**src/rtl/conv_pkg.sv**
```systemverilog
// conv_pkg: shared geometry, config width and scheduler state encoding for the conv layer
package conv_pkg;
  localparam int KSIZE    = 4;
  localparam int FMAP_DIM = 64;
  localparam int LANES    = 8;
  localparam int MAX_CH   = 32;
  localparam int WA_W     = 14;
  localparam int FA_W     = 17;
  localparam int CFG_W    = 2;
  typedef enum logic [2:0] {IDLE, LOAD_W, LOAD_F, WAIT_PE, NEXT_GRP, DONE} sched_state_t;
endpackage

```
**src/rtl/conv_addr_gen.sv**
```systemverilog
// conv_addr_gen: outer/inner counter pair advancing on accepted beats, wrapping at full count
module conv_addr_gen #(
  parameter int OW = 3,
  parameter int IW = 4
) (
  input  logic          clk,
  input  logic          rst_n,
  input  logic          adv,
  output logic [OW-1:0] outer,
  output logic [IW-1:0] inner,
  output logic          last
);
  always_ff @(posedge clk)
    if (!rst_n) begin
      outer <= '0;
      inner <= '0;
    end else if (adv) begin
      inner <= inner + 1'b1;
      if (&inner) outer <= outer + 1'b1;
    end
  assign last = &outer && &inner;
endmodule

```
**src/rtl/conv_layer_scheduler.sv**
```systemverilog
// conv_layer_scheduler: walks co/ci group pairs of one CONV layer, streaming weights then ifmap per pair
module conv_layer_scheduler
  import conv_pkg::*;
(
  input  logic            clk,
  input  logic            rst_n,
  input  logic            in_start_conv,
  input  logic [2:0]      in_cfg_ci,
  input  logic [2:0]      in_cfg_co,
  output logic [WA_W-1:0] wgt_addr,
  output logic            wgt_valid,
  output logic [FA_W-1:0] fmap_addr,
  output logic            fmap_valid,
  input  logic            rd_ready,
  output logic [1:0]      ci_grp,
  output logic [1:0]      co_grp,
  output logic            acc_clear,
  output logic            acc_last,
  input  logic            pe_done,
  output logic            out_end_conv
);
  localparam int KW = $clog2(LANES);
  localparam int VW = $clog2(KSIZE * KSIZE);
  localparam int PW = $clog2(FMAP_DIM);
  sched_state_t state, state_nx;
  logic [CFG_W-1:0] cfg_ci, cfg_co;
  logic [KW-1:0] kk;
  logic [VW-1:0] v;
  logic [PW-1:0] col, row;
  logic w_last, f_last, busy, ci_wrap, grp_last;
  logic cfg_unused;
  // cfg values 4..7 alias onto 0..3, so bit 2 is dropped
  assign cfg_unused = in_cfg_ci[2] ^ in_cfg_co[2];
  conv_addr_gen #(.OW(KW), .IW(VW)) u_wgt (
    .clk(clk), .rst_n(rst_n), .adv(wgt_valid && rd_ready),
    .outer(kk), .inner(v), .last(w_last)
  );
  conv_addr_gen #(.OW(PW), .IW(PW)) u_fmap (
    .clk(clk), .rst_n(rst_n), .adv(fmap_valid && rd_ready),
    .outer(col), .inner(row), .last(f_last)
  );
  always_ff @(posedge clk)
    if (!rst_n) begin
      state  <= IDLE;
      cfg_ci <= '0;
      cfg_co <= '0;
      ci_grp <= '0;
      co_grp <= '0;
    end else begin
      state <= state_nx;
      if (state == IDLE && in_start_conv) begin
        cfg_ci <= in_cfg_ci[CFG_W-1:0];
        cfg_co <= in_cfg_co[CFG_W-1:0];
        ci_grp <= '0;
        co_grp <= '0;
      end
      if (state == NEXT_GRP) begin
        ci_grp <= ci_wrap ? '0 : ci_grp + 1'b1;
        co_grp <= grp_last ? '0 : co_grp + 2'(ci_wrap);
      end
    end
  always_comb begin
    ci_wrap      = ci_grp == cfg_ci;
    grp_last     = ci_wrap && co_grp == cfg_co;
    busy         = state inside {LOAD_W, LOAD_F, WAIT_PE};
    wgt_valid    = state == LOAD_W;
    fmap_valid   = state == LOAD_F;
    acc_clear    = busy && ci_grp == '0;
    acc_last     = busy && ci_wrap;
    out_end_conv = state == DONE;
    wgt_addr     = wgt_valid ? WA_W'(((co_grp * LANES + kk) * MAX_CH + ci_grp * LANES) * KSIZE * KSIZE + v) : '0;
    fmap_addr    = fmap_valid ? FA_W'(ci_grp * LANES * FMAP_DIM * FMAP_DIM + row * FMAP_DIM + col) : '0;
    state_nx     = state;
    case (state)
      IDLE:     state_nx = in_start_conv ? LOAD_W : IDLE;
      LOAD_W:   state_nx = (rd_ready && w_last) ? LOAD_F : LOAD_W;
      LOAD_F:   state_nx = (rd_ready && f_last) ? WAIT_PE : LOAD_F;
      WAIT_PE:  state_nx = pe_done ? NEXT_GRP : WAIT_PE;
      NEXT_GRP: state_nx = grp_last ? DONE : LOAD_W;
      default:  state_nx = IDLE;
    endcase
  end
endmodule
```
**config.mk**
```make
export PLATFORM = sky130hd
export DESIGN_NAME = conv_layer_scheduler
export DESIGN_NICKNAME = d
export VERILOG_FILES = /design/src/rtl/conv_pkg.sv /design/src/rtl/conv_addr_gen.sv /design/src/rtl/conv_layer_scheduler.sv
export SDC_FILE = /design/constraint.sdc
export NUM_CORES = 1
export LEC_CHECK = 0
export ABC_AREA = 1
export CELL_PAD_IN_SITES_DETAIL_PLACEMENT = 1
export CELL_PAD_IN_SITES_GLOBAL_PLACEMENT = 1
export CORE_ASPECT_RATIO = 0.6
export CORE_MARGIN = 5
export CORE_UTILIZATION = 29
export DETAILED_ROUTE_END_ITERATION = 8
export HOLD_SLACK_MARGIN = 0.12
export PLACE_DENSITY = 0.78
export SLEW_MARGIN = 20
export SYNTH_ARGS = -nofsm -noshare
export SYNTH_HDL_FRONTEND = slang
export SYNTH_SLANG_ARGS = --single-unit
```
**constraint.sdc**
```tcl
create_clock -name clk -period 1.45 [get_ports clk]
set_clock_uncertainty 0.2 [all_clocks]
set_input_delay 0.2175 -clock clk [delete_from_list [all_inputs] [get_ports clk]]
set_output_delay 0.2175 -clock clk [all_outputs]
set_load 0.05 [all_outputs]
```
==> metrics.yaml <==
synth:
  synth_top_area_share_pct: 34.9
  synth_most_common_cell: "nor2_1"
  ys_top_cells_by_count: "nor2_1, nand2_1, inv_1"
  synth_edf_count: 0
  ys_types: 24
  syn-instance-count: 270
  synthArstFlopShare_pct: 0
  synth_area_leaders: "dfxtp_1, nor2_1, nand2_1"
  synth-main-ff-cell: "dfxtp_1"
  ys_seq_area_share_pct: 34.9
  synth-seq-cells: 30
  synth_top_area_cell: "dfxtp_1"
  syn_avg_cell_area_um2: 6.37
  synthesis.area_um2: 1720
  ys_warn_count: 0
outcome:
  violations: "setup timing"
  status: "finished, violations left"
power_and_ir_drop:
  ir_worst_vdd_uv: 284
  cellPowerDensity_nw_per_um2: 580
  total_power_mw: 2.10
  p_leak_nw: 1.37
placed_design:
  gp_congestion: 0.732
  pre_cts_slack_ns: -0.217
  port_buffers: 42
  dp_hpwl_mm: 4.76
  placed_cell_area_um2: 3040
  dp.cells: 421
worst_setup_path:
  path_cells: "inv_4, nand2_1, nand2_2, nor2_4, inv_2, nor3_4, buf_12"
  path_class: "reg2out"
  worst_path_largest_cell_delay_ns: 0.39
  crit_slowest_cell: "dfxtp_4"
  critical_path_peak_fanout: 4
  start_kind: "flip-flop"
  end_kind: "output port"
  critical_path_arrival_ns: 1.48
  crit_required_ns: 1.03
floorplan:
  die_h_um: 69.6
  fp.coreArea_um2: 5650
  start_util_pct: 30.4
  rows: 21
  io_pins: 51
  die_w_um: 109
  dieArea_um2: 7620
detailed_routing:
  wire_per_inst_um: 18.7
  drtIter0Drc: 96
  viasPerCell: 4.90
  vias: 2174
  wl_mm: 8.30
  ant_nets: 0
  drt_pass1_iterations: 6
  drc: 0
sta:
  finalWorstPathRequiredPeriod_ns: 1.90
  fin_setup_tns_ns: -15.84
  hold_viol: 0
  drv_slew: 0
  rsz0062_at_grt: "true"
  worst_slack_ns: -0.452
  final-setup-viol-count: 56
  hold_slack_ns: 0.276
  timing.final.crit_share_pct: 131
  fmax_mhz: 526
min_path:
  hold_path.class: "reg2reg"
grt:
  gr-usage-all-layers_pct: 18.5
  grt_pass1_vias: 2261
  grt_max_degree: 15
  overflow: 0
  antenna_found_initial: 0
  grt_pass1_wl_mm: 11.1
clock_network:
  cts_tree: "yes"
  clk_latency_ns: 0.29
  clock_path_buffers: 2
  root_buffer: "clkbuf_8"
  h-tree-depth: 2
  clock-sinks: 30
  cts_inserted_buffers: 5
  clk_pin_slew_worst_paths_ns: 0.07
  hold_buffers: 0
finish:
  post-route-util_pct: 64.1
  stdcell_count: 444
  stdcell_area_um2: 3620
  area_delta_synth_final_pct: 111
  final.fill_count: 640
  diodes: 0
  drive_gt1_share_pct: 48.9
  final_nets: 381
job:
  cap_violations: 0
routing by layer:
layer | wire length [um] | vias to the layer above | GRT usage (%)
met5 | 0 | - | 0
met4 | 209 | 0 | 3.46
met3 | 403 | 20 | 4.00
met2 | 4170 | 79 | 33.5
met1 | 3510 | 1058 | 22.2
li1 | - | 1017 | -
worst max-delay path, delay by kind of cell (launching register included):
kind,cells,cell delay [ns]
flip-flops,1,0.39
buffers and inverters,3,0.28
AND/OR/NAND/NOR,4,0.53
layout make-up:
| type | instances | area (um2) | area share, % |
|---|---|---|---|
| Inverter | 44 | 179 | 4.94 |
| Multi-Input combinational cell | 190 | 1370 | 37.7 |
| Tap cell | 80 | 100 | 2.76 |
| Clock buffer | 8 | 110 | 3.04 |
| Timing Repair Buffer | 92 | 1250 | 34.5 |
| Sequential cell | 30 | 619 | 17.1 |
state kept, by name (all words and copies together), names as in the netlist:
name          flops
cfg_ci            2
cfg_co            2
ci_grp            2
co_grp            2
state             3
u_fmap.inner      6
u_fmap.outer      6
u_wgt.inner       4
u_wgt.outer       3
report_power, final:
| group | total, mW | switching, mW | internal [mW] |
|---|---|---|---|
| logic | 0.416 | 0.251 | 0.165 |
| clock network | 0.838 | 0.357 | 0.480 |
| registers | 0.848 | 0.0132 | 0.835 |
timing repair:
| action | CTS | global route |
|---|---|---|
| endpoints found under the setup margin | 54 | 60 |
| buffers inserted | 6 | 10 |
| pin swaps | 12 | 10 |
| resized for setup | 44 | 48 |
cell usage in the layout (no fill, tap or decap), types with 6 or more instances in the layout:
master,n
a21oi_1,14
buf_12,36
nor2_4,30
dfxtp_1,21
o21ai_2,8
nand2_1,46
clkdlybuf4s50_1,8
dfxtp_2,6
clkbuf_8,8
nand3_1,6
nor2_1,27
conb_1,6
buf_6,19
buf_4,27
inv_1,34
path summary, 6_finish.rpt:
check / cells past startpoint / endpoint / from / slack, ns
hold reg to reg: 2 / cfg_ci[0]$_SDFFE_PN0P_ / cfg_ci[0]$_SDFFE_PN0P_ / 0.28
setup / recovery: 7 / acc_last / ci_grp[1]$_SDFFE_PN0P_ / -0.45
hold / removal: 2 / cfg_ci[0]$_SDFFE_PN0P_ / cfg_ci[0]$_SDFFE_PN0P_ / 0.28
setup reg to reg: 8 / u_wgt.outer[0]$_SDFFE_PN0P_ / state[2]$_SDFF_PN0_ / -0.30
logic make-up (layout without fill, tap and decap cells):
logic type	count (synthesis)	in the layout	share of synthesized area [%]
AOI/OAI and AO/OA	39	39	11.4
xor gates and xnor gates	3	3	1.53
adders and majority gates	7	7	5.09
buffers and inverters	55	144	13.8
DFF	30	30	34.9
other	1	6	0.218
and+or+nand+nor	135	135	33.0
(Power assumes the default switching activity.)
